--- config.mk ---
export PLATFORM = sky130hd
export DESIGN_NAME = dsp_mac_dot
export DESIGN_NICKNAME = d
export VERILOG_FILES = /design/src/rtl/dsp_pkg.sv /design/src/rtl/dsp_mul_pipe.sv /design/src/rtl/dsp_mac_dot.sv
export SDC_FILE = /design/constraint.sdc
export NUM_CORES = 1
export LEC_CHECK = 0
export ABC_AREA = 1
export CAP_MARGIN = 20
export CORE_ASPECT_RATIO = 1.25
export CORE_MARGIN = 2
export CORE_UTILIZATION = 30
export DETAILED_ROUTE_END_ITERATION = 10
export PLACE_DENSITY = 0.51
export SETUP_SLACK_MARGIN = 0.2
export SYNTH_ARGS = -nofsm -noshare
export SYNTH_HDL_FRONTEND = slang
export SYNTH_SLANG_ARGS = --single-unit
--- constraint.sdc ---
create_clock -name clock -period 6.4 [get_ports clock]
set_input_delay 1.28 -clock clock [delete_from_list [all_inputs] [get_ports clock]]
set_output_delay 1.28 -clock clock [all_outputs]
set_load 0.01 [all_outputs]
--- src/rtl/dsp_pkg.sv ---
// Shared DSP helpers: constant-function clog2 and the minimum accumulator
// width needed to sum LEN full-precision WIDTH x WIDTH products without overflow.
package dsp_pkg;

    function automatic int clog2(input int value);
        int r;
        int v;
        r = 0;
        v = value - 1;
        for (int i = 0; i < 32; i++) begin
            if (v > 0) begin
                r++;
                v = v >>> 1;
            end
        end
        return r;
    endfunction

    // Full product width plus one growth bit per doubling of the term count.
    function automatic int acc_min_width(input int width, input int len);
        return 2 * width + clog2(len);
    endfunction

endpackage

--- src/rtl/dsp_mul_pipe.sv ---
// Two-stage registered signed multiply (operand register, product register)
// with a shared clock enable and per-stage valid bits.
module dsp_mul_pipe #(
    parameter int WIDTH = 16
) (
    input  logic                      clock,
    input  logic                      reset,
    input  logic                      i_ce,
    input  logic                      i_clear,
    input  logic                      i_valid,
    input  logic signed [WIDTH-1:0]   i_a,
    input  logic signed [WIDTH-1:0]   i_b,
    output logic                      o_valid,
    output logic signed [2*WIDTH-1:0] o_prod
);

    logic                      r_v1;
    logic                      r_v2;
    logic signed [2*WIDTH-1:0] w_prod;

    // NOTE: sequential state uses non-blocking assignments so every register
    // samples the pre-edge value of its neighbours, independent of block order.
    always_ff @(posedge clock) begin
        if (reset) begin
            r_v1 <= 1'b0;
            r_v2 <= 1'b0;
        end else if (i_clear) begin
            // i_valid is already qualified by the enable, so a same-cycle
            // accept survives the clear and starts the next frame.
            r_v1 <= i_valid;
            r_v2 <= 1'b0;
        end else if (i_ce) begin
            r_v1 <= i_valid;
            r_v2 <= r_v1;
        end
    end

    generate
        if (WIDTH <= 16) begin : g_mac16
            // Enable-only input and output registers fold into one SB_MAC16
            // (A/B hold registers plus the 32-bit output pipeline register).
            logic signed [WIDTH-1:0]   r_a;
            logic signed [WIDTH-1:0]   r_b;
            logic signed [2*WIDTH-1:0] r_p;

            // NOTE: datapath registers carry no reset; the valid bits above
            // qualify them, which keeps them mappable into the DSP tile.
            always_ff @(posedge clock) begin
                if (i_ce) begin
                    r_a <= i_a;
                    r_b <= i_b;
                    r_p <= r_a * r_b;
                end
            end
            assign w_prod = r_p;
        end else begin : g_fabric
            (* use_dsp = "no" *) logic signed [WIDTH-1:0]   r_a;
            (* use_dsp = "no" *) logic signed [WIDTH-1:0]   r_b;
            (* use_dsp = "no" *) logic signed [2*WIDTH-1:0] r_p;

            always_ff @(posedge clock) begin
                if (i_ce) begin
                    r_a <= i_a;
                    r_b <= i_b;
                    r_p <= r_a * r_b;
                end
            end
            assign w_prod = r_p;
        end
    endgenerate

    assign o_valid = r_v2;
    assign o_prod  = w_prod;

endmodule

--- src/rtl/dsp_mac_dot.sv ---
// Streaming signed dot product: LEN products per frame are accumulated and the
// (optionally saturated) 2*WIDTH-bit sum is presented on a valid/ready output.
module dsp_mac_dot
    import dsp_pkg::*;
#(
    parameter int WIDTH     = 16,
    parameter int LEN       = 64,
    parameter int ACC_WIDTH = 40,
    parameter int SAT       = 1
) (
    input  logic                      clock,
    input  logic                      reset,
    input  logic                      clear,
    input  logic                      in_valid,
    output logic                      in_ready,
    input  logic signed [WIDTH-1:0]   a,
    input  logic signed [WIDTH-1:0]   b,
    output logic                      out_valid,
    input  logic                      out_ready,
    output logic signed [2*WIDTH-1:0] result,
    output logic                      sat
);

    localparam int PW    = 2 * WIDTH;
    localparam int CNT_W = (LEN > 1) ? clog2(LEN) : 1;
    localparam logic [CNT_W-1:0] LAST = CNT_W'(LEN - 1);

    generate
        if (LEN < 1) begin : g_len_check
            $error("dsp_mac_dot: LEN must be at least 1");
        end
        if (ACC_WIDTH < acc_min_width(WIDTH, LEN)) begin : g_acc_width_check
            $error("dsp_mac_dot: ACC_WIDTH is smaller than 2*WIDTH + clog2(LEN)");
        end
    endgenerate

    logic                     w_ce;
    logic                     w_accept;
    logic                     w_p_valid;
    logic                     w_last;
    logic                     w_ovf;
    logic signed [PW-1:0]     w_prod;
    logic signed [ACC_WIDTH-1:0] w_p_ext;
    logic signed [ACC_WIDTH-1:0] w_acc_next;
    logic [ACC_WIDTH-PW:0]    w_hi;
    logic signed [PW-1:0]     w_res_next;
    logic                     w_sat_next;

    logic [CNT_W-1:0]         r_cnt;
    logic signed [ACC_WIDTH-1:0] r_acc;
    logic signed [PW-1:0]     r_result;
    logic                     r_sat;
    logic                     r_out_valid;

    // The whole pipeline freezes only while a result waits on the consumer.
    assign w_ce     = !(r_out_valid && !out_ready);
    assign in_ready = w_ce;
    assign w_accept = in_valid && w_ce;

    dsp_mul_pipe #(
        .WIDTH (WIDTH)
    ) u_mul (
        .clock   (clock),
        .reset   (reset),
        .i_ce    (w_ce),
        .i_clear (clear),
        .i_valid (w_accept),
        .i_a     (a),
        .i_b     (b),
        .o_valid (w_p_valid),
        .o_prod  (w_prod)
    );

    assign w_p_ext    = ACC_WIDTH'(w_prod);
    assign w_acc_next = (r_cnt == '0) ? w_p_ext : r_acc + w_p_ext;
    assign w_last     = (r_cnt == LAST);

    // The sum fits in PW bits only when all bits from PW-1 upward agree.
    assign w_hi  = w_acc_next[ACC_WIDTH-1:PW-1];
    assign w_ovf = !((&w_hi) || !(|w_hi));

    // NOTE: every always_comb output gets a default first, so no path leaves
    // it unassigned and no latch is inferred.
    always_comb begin
        w_res_next = w_acc_next[PW-1:0];
        w_sat_next = 1'b0;
        if (SAT != 0 && w_ovf) begin
            w_sat_next = 1'b1;
            w_res_next = w_acc_next[ACC_WIDTH-1] ? {1'b1, {(PW-1){1'b0}}}
                                                 : {1'b0, {(PW-1){1'b1}}};
        end
    end

    always_ff @(posedge clock) begin
        if (reset) begin
            r_cnt       <= '0;
            r_acc       <= '0;
            r_result    <= '0;
            r_sat       <= 1'b0;
            r_out_valid <= 1'b0;
        end else if (clear) begin
            r_cnt       <= '0;
            r_out_valid <= 1'b0;
        end else if (w_ce) begin
            // With ce high any pending result is being taken this cycle, so
            // out_valid simply follows frame completion (no bubble between frames).
            r_out_valid <= w_p_valid && w_last;
            if (w_p_valid) begin
                r_acc <= w_acc_next;
                r_cnt <= w_last ? '0 : r_cnt + 1'b1;
                if (w_last) begin
                    r_result <= w_res_next;
                    r_sat    <= w_sat_next;
                end
            end
        end
    end

    assign out_valid = r_out_valid;
    assign result    = r_result;
    assign sat       = r_sat;

endmodule

# Word-level counts from Yosys, hierarchy flattened
# Cells that the tools add are included.
[classes] addsub=2 n_mul=1 div_mod_pow=0 magnitude_cmp=0 eq_ne=2 n_shift=0 mux=7 bitwise=2 reduce_logical=14
[ops] operator="32-bit two-way mux" count=2
[ops] operator="40-bit by 32-bit adder with 40-bit output" count=1
[ops] operator="40-bit two-way mux" count=1
[ops] operator="16-bit by 16-bit multiplier with 32-bit output" count=1
[ops] operator="9-bit AND reduction" count=1
[ops] operator="9-bit OR reduction" count=1
[ops] operator="6-bit by 1-bit adder with 6-bit output (second input constant)" count=1
[ops] operator="6-bit == test (second input constant)" count=1
[ops] operator="6-bit zero test" count=1
[ops] operator="6-bit two-way mux" count=1
[ops] operator="4-bit AND reduction" count=1
[ops] operator="1-bit logical AND" count=3
[ops] operator="1-bit zero test" count=3
[ops] operator="1-bit two-way mux" count=3
[ops] operator="3-bit AND reduction" count=1
[ops] operator="2-bit inequality test (second input constant)" count=1
[ops] operator="1-bit inverter" count=2
[ops] operator="2-bit AND reduction" count=1
[ops] operator="2-bit OR reduction" count=1
[ops] operator="1-bit logical OR" count=1
[word_totals] reg_bits=146 latchBits=0 ramBits=0 romBits=0 in_bits=37 output_inout_bits=35 word_cells=38 n_memories=0

# Depth between registers and ports, before layout
[logic_depth] depth_word=6 depth_mapped=27 ltp_nobuf=25

# Modules after synthesis
# Synthesis repeated with hierarchy kept, for this count alone.
[hier_totals] cells_unflattened=2569 hier_area_um2=19502.5
[modules_own_cells] module="dsp_mul_pipe" n_inst=1 cells_each=1539 area_per_inst_um2=12828.6 seq_area_each_um2=1961.9
[modules_own_cells] module="dsp_mac_dot" n_inst=1 cells_each=1030 area_per_inst_um2=6673.9 seq_area_each_um2=1601.5

# Worst setup path after synthesis
# Ideal clock, no wire load.
[synth_path] path_kind="register to register" start="reg u_mul.g_mac16.r_a[15]" end="reg u_mul.g_mac16.r_p[29], in the netlist u_mul.o_prod[29], data pin" setup_time_ns=0.264 arrival_ns=5.506 required_ns=6.136 slack_ns=0.630 path_stages_with_launch=19 n_path_buf=1 synth_period_minus_slack_ns=5.770 path_cell_list="edfxtp_1 -> clkbuf_1 -> nand2_1 -> inv_1 -> fa_1 -> fa_1 -> inv_1 -> fa_1 -> inv_1 -> fa_1 -> fa_1 -> fa_1 -> ha_1 -> nand2_1 -> nor4_1 -> nand3_1 -> nand3_1 -> a31oi_1 -> xor2_1"
[synth_via] elab_chain_len=1
[synth_lines] element="start, declared" line_no="dsp_mul_pipe.sv:42" text="logic signed [WIDTH-1:0] r_a;"
[synth_lines] element="start signal, assigned" line_no="dsp_mul_pipe.sv:50" text="r_a <= i_a;"
[synth_lines] element="16-bit by 16-bit multiplier with 32-bit output" line_no="dsp_mul_pipe.sv:52" text="r_p <= r_a * r_b;"
[synth_lines] element="end signal, assigned" line_no="dsp_mul_pipe.sv:52"
[synth_lines] element="end, declared" line_no="dsp_mul_pipe.sv:44" text="logic signed [2*WIDTH-1:0] r_p;"
# No other way between the ends.
# A chain may end at the register's enable or synchronous reset.

# Worst setup path after layout
[layout_path] start="reg u_mul.g_mac16.r_b[3]" end="reg u_mul.g_mac16.r_p[22], in the netlist u_mul.o_prod[22], data pin"
[layout_via] elab_chain_len=1
[layout_lines] element="start, declared" line_no="dsp_mul_pipe.sv:43" text="logic signed [WIDTH-1:0] r_b;"
[layout_lines] element="start signal, assigned" line_no="dsp_mul_pipe.sv:51" text="r_b <= i_b;"
[layout_lines] element="16-bit by 16-bit multiplier with 32-bit output" line_no="dsp_mul_pipe.sv:52"
# No other way between the ends.

==> impl_results.md <==
- Avg Vias per Cell: 4.451
- GRT Residual Overflow: 0
- Hold Path Sink: u_mul.r_v1$_SDFFE_PP0P_
- Grt met2 use: 28.28%
- RePlAce Congestion: 0.8916
- Worst-margin pin slew: roughly 0.96 ns
- Gr usage total: around 16%
- CTS max path bufs: 2
- Worst hold-check path type: reg -> reg
- # fillers: 6501
- Yosys Warn Count: 0
- Vias in the first global route: roughly 15000
- Reg2Reg Setup Slack: 0.49 ns
- Vias: 14635
- Largest net degree at the start of global routing: 67
- Hold Vio Cnt, Final: 0
- Die area: 0.06417 sq mm
- Hold Path Stages: 2
- EDFF count, synth: 64
- Initial antenna violation count: 0
- Number of port buffers: between 70 and 80
- Clock transition at path regs: 0.07 ns
- Clock Skew: 0.02577 ns
- RSZ-0062 raised after global routing: false
- Startpoint types: flop
- Root buffer cell: clkbuf_16
- Worst setup EP type: flop
- Max-slew violation count: 0
- Final wirelength: approximately 49 mm
- Post-synthesis async set-or-reset flop share: 0%
- Number of synthesized register bits: between 100 and 150
- Final setup vio count: 0
- Synth Area in Compound Gates: a little under a tenth
- Layout area overhead: 13.73%
- Seq/Total Area, Yosys: 19.11%
- Commonest register cell after synthesis: dfxtp_1
- Crit path DAT: approximately 6.1 ns
- Mux contribution to synthesized area: 0%
- Maximum fanout along the worst path: 6
- Synth Area in Simple Gates: 17.83%
- Post-layout min period: 5.912 ns
- DRT iter0 DRCs: approximately 730
- Clock latency on the worst-skew pair: 0.49 ns
- Most Crowded Layer GR: met2
- Max cap viols: 0
- Initial Util: approximately 30%
- Synthesized area: 0.01864 sq mm
- Global routing usage on met1: 19.87%
- Die Wd: 227.0 um
- Antenna viol nets, final: 0
- Syn_nets: between 2000 and 3000
- CTS buffer count: 17
- CORE AREA: 0.06177 sq mm
- DRT Pass-1 Iters: 5
- Drt wl/cell: 14.83 um
- Post-layout net count: roughly 2900
- H-tree depth: 4
- Io pins: 72
- Highest clock rate: 169.1 MHz
- Most common cell after layout, fill and taps aside: inv_1
- Fraction of layout cells with a size suffix above 1: 8.673%
- First-pass GRT wire length: 80.45 mm
- Most frequent cells in the layout: 577 x inv_1, 554 x nand2_1, 261 x fa_1, 123 x ha_1, 117 x o21ai_0
- Adder-Cell Fraction of Synth Area: 36.50%
- Detail Placement HPWL: 40.05 mm
- CTS tree: built
- Post-CTS Hold Buffers: 0
- Critical path class: reg -> reg
- Status: complete, no violations
- Netlist cell types: 49
- Required time worst endpoint: 6.62 ns
- Cell Rows: 102
- Cells after synthesis: 2375
- Worst r2r path cells: 22
- Syn_area_per_cell: 7.850 sq um
- RR Startpoint: u_mul.g_mac16.r_b[3]$_DFFE_PN_
- Period utilization: 92.38%
- Sum Neg Setup Slack: 0 ns
- Met3 usage: 1.833%
- Antenna diodes: 0
- Slew HR: 35.84%
- HP Start: u_mul.r_v1$_SDFFE_PP0P_
- XOR/XNOR Fraction of Synth Area: 3.148%
- Capturing point of the worst reg2reg path: u_mul.o_prod[22]$_DFFE_PN_
- Clk sink count: 146
- Largest family of logic cells by synthesized area: adder cells
- Remaining DRCs: 0
- Die Height: approximately 280 um
-- layout make-up --
class	count	area (sq um)	share of cell area (%)
Tap cell	832	1041	4.910
Timing Repair Buffer	139	1272	6.001
Sequential cell	146	3563	16.81
Inverter	593	2226	10.50
Multi-Input combinational cell	1546	12510	59.00
Clock inverter	13	137.6	0.6491
Clock buffer	19	452.9	2.136
-- worst max-delay path, stage by stage (launching register included) --
cell and delay [ns]:
edfxtp_1 0.54, buf_2 0.25, nand2_1 0.09, fa_1 0.47, fa_1 0.52, fa_1 0.53, inv_1 0.06, fa_1 0.49
fa_1 0.49, inv_1 0.05, fa_1 0.47, inv_1 0.04, ha_1 0.32, nand2_1 0.21, nor2_1 0.08, nand2_1 0.08
o211ai_1 0.08, a31oi_1 0.27, inv_1 0.08, a21oi_1 0.21, inv_1 0.07, a21oi_1 0.17, xnor2_1 0.08
-- sequential cells by signal, summed over array words and instances, names as in the netlist --
signal,cells
u_mul.r_v1,1
u_mul.g_mac16.r_a,16
u_mul.o_valid,1
out_valid,1
r_acc,40
r_cnt,6
u_mul.g_mac16.r_b,16
result,32
sat,1
u_mul.o_prod,32
-- through the flow --
step | utilization (%) | std cells | instance area (sq um) | hold slack, ns | worst slack, ns
floorplan | - | 2375 | 18640 | 0.4356 | 0.6300
CTS | 33.96 | 3266 | 20970 | 0.4699 | 0.2217
finish | 34.33 | 3288 | 21200 | 0.4696 | 0.4877
global placement | 32.88 | 3226 | 20310 | 0.4517 | 0.2461
global route | 34.33 | 3288 | 21200 | 0.4996 | 0.2163
detailed placement | 32.88 | 3226 | 20310 | 0.4604 | 0.2002
-- synth_stat cells, types with 10 or more instances --
cell | instances | share of area (%)
inv_1 | 579 | 12
a31oi_1 | 10 | 0.34
ha_1 | 123 | 8.3
nor3_1 | 12 | 0.32
nor2_1 | 81 | 1.6
a21oi_1 | 99 | 2.7
fa_1 | 263 | 28
xnor2_1 | 37 | 1.7
edfxtp_1 | 64 | 10
dfxtp_1 | 82 | 8.8
clkbuf_1 | 81 | 1.6
o21bai_1 | 42 | 1.7
or2_2 | 15 | 0.50
nand3_2 | 10 | 0.54
nand2_2 | 33 | 1.1
nand3_1 | 52 | 1.4
inv_2 | 13 | 0.26
nand2_1 | 554 | 11
o21ai_0 | 118 | 3.2
nor2_2 | 14 | 0.47
a21oi_2 | 12 | 0.56
xor2_1 | 30 | 1.4
-- worst max-delay path by stage --
stage | startpoint | endpoint | slack (ns) | depth (start not counted)
after floorplan | u_mul.g_mac16.r_a[15]$_DFFE_PN_ | u_mul.o_prod[29]$_DFFE_PN_ | 0.63 | 18
after global placement | u_mul.g_mac16.r_a[15]$_DFFE_PN_ | u_mul.o_prod[28]$_DFFE_PN_ | 0.25 | 19
after detailed placement | u_mul.g_mac16.r_a[15]$_DFFE_PN_ | u_mul.o_prod[28]$_DFFE_PN_ | 0.20 | 19
after CTS | u_mul.g_mac16.r_b[8]$_DFFE_PN_ | u_mul.o_prod[28]$_DFFE_PN_ | 0.22 | 21
after global routing | u_mul.g_mac16.r_a[5]$_DFFE_PN_ | u_mul.o_prod[25]$_DFFE_PN_ | 0.22 | 24
final | u_mul.g_mac16.r_b[3]$_DFFE_PN_ | u_mul.o_prod[22]$_DFFE_PN_ | 0.49 | 22
-- cells by family after synthesis --
logic type,count (synthesis)
simple gates,787
compound gates,306
fa+ha+maj,386
buf+inv,683
flops,146
xor+xnor,67
-- routing by layer --
metal	wire length (um)	share of wire [%]
met2	24200	50
met1	22010	45
met4	1156	2.4
met5	0	0
met3	1381	2.8
-- what timing repair did --
action / CTS / global route
gates resized for setup: 1 / 7
buffers inserted: 8 / 22
pin swaps: 0 / 1
setup endpoints to repair: 1 / 10
Power is left out: the tool's default activity adds up to more than one toggle a clock period on the data nets, which glitch-free logic cannot reach.
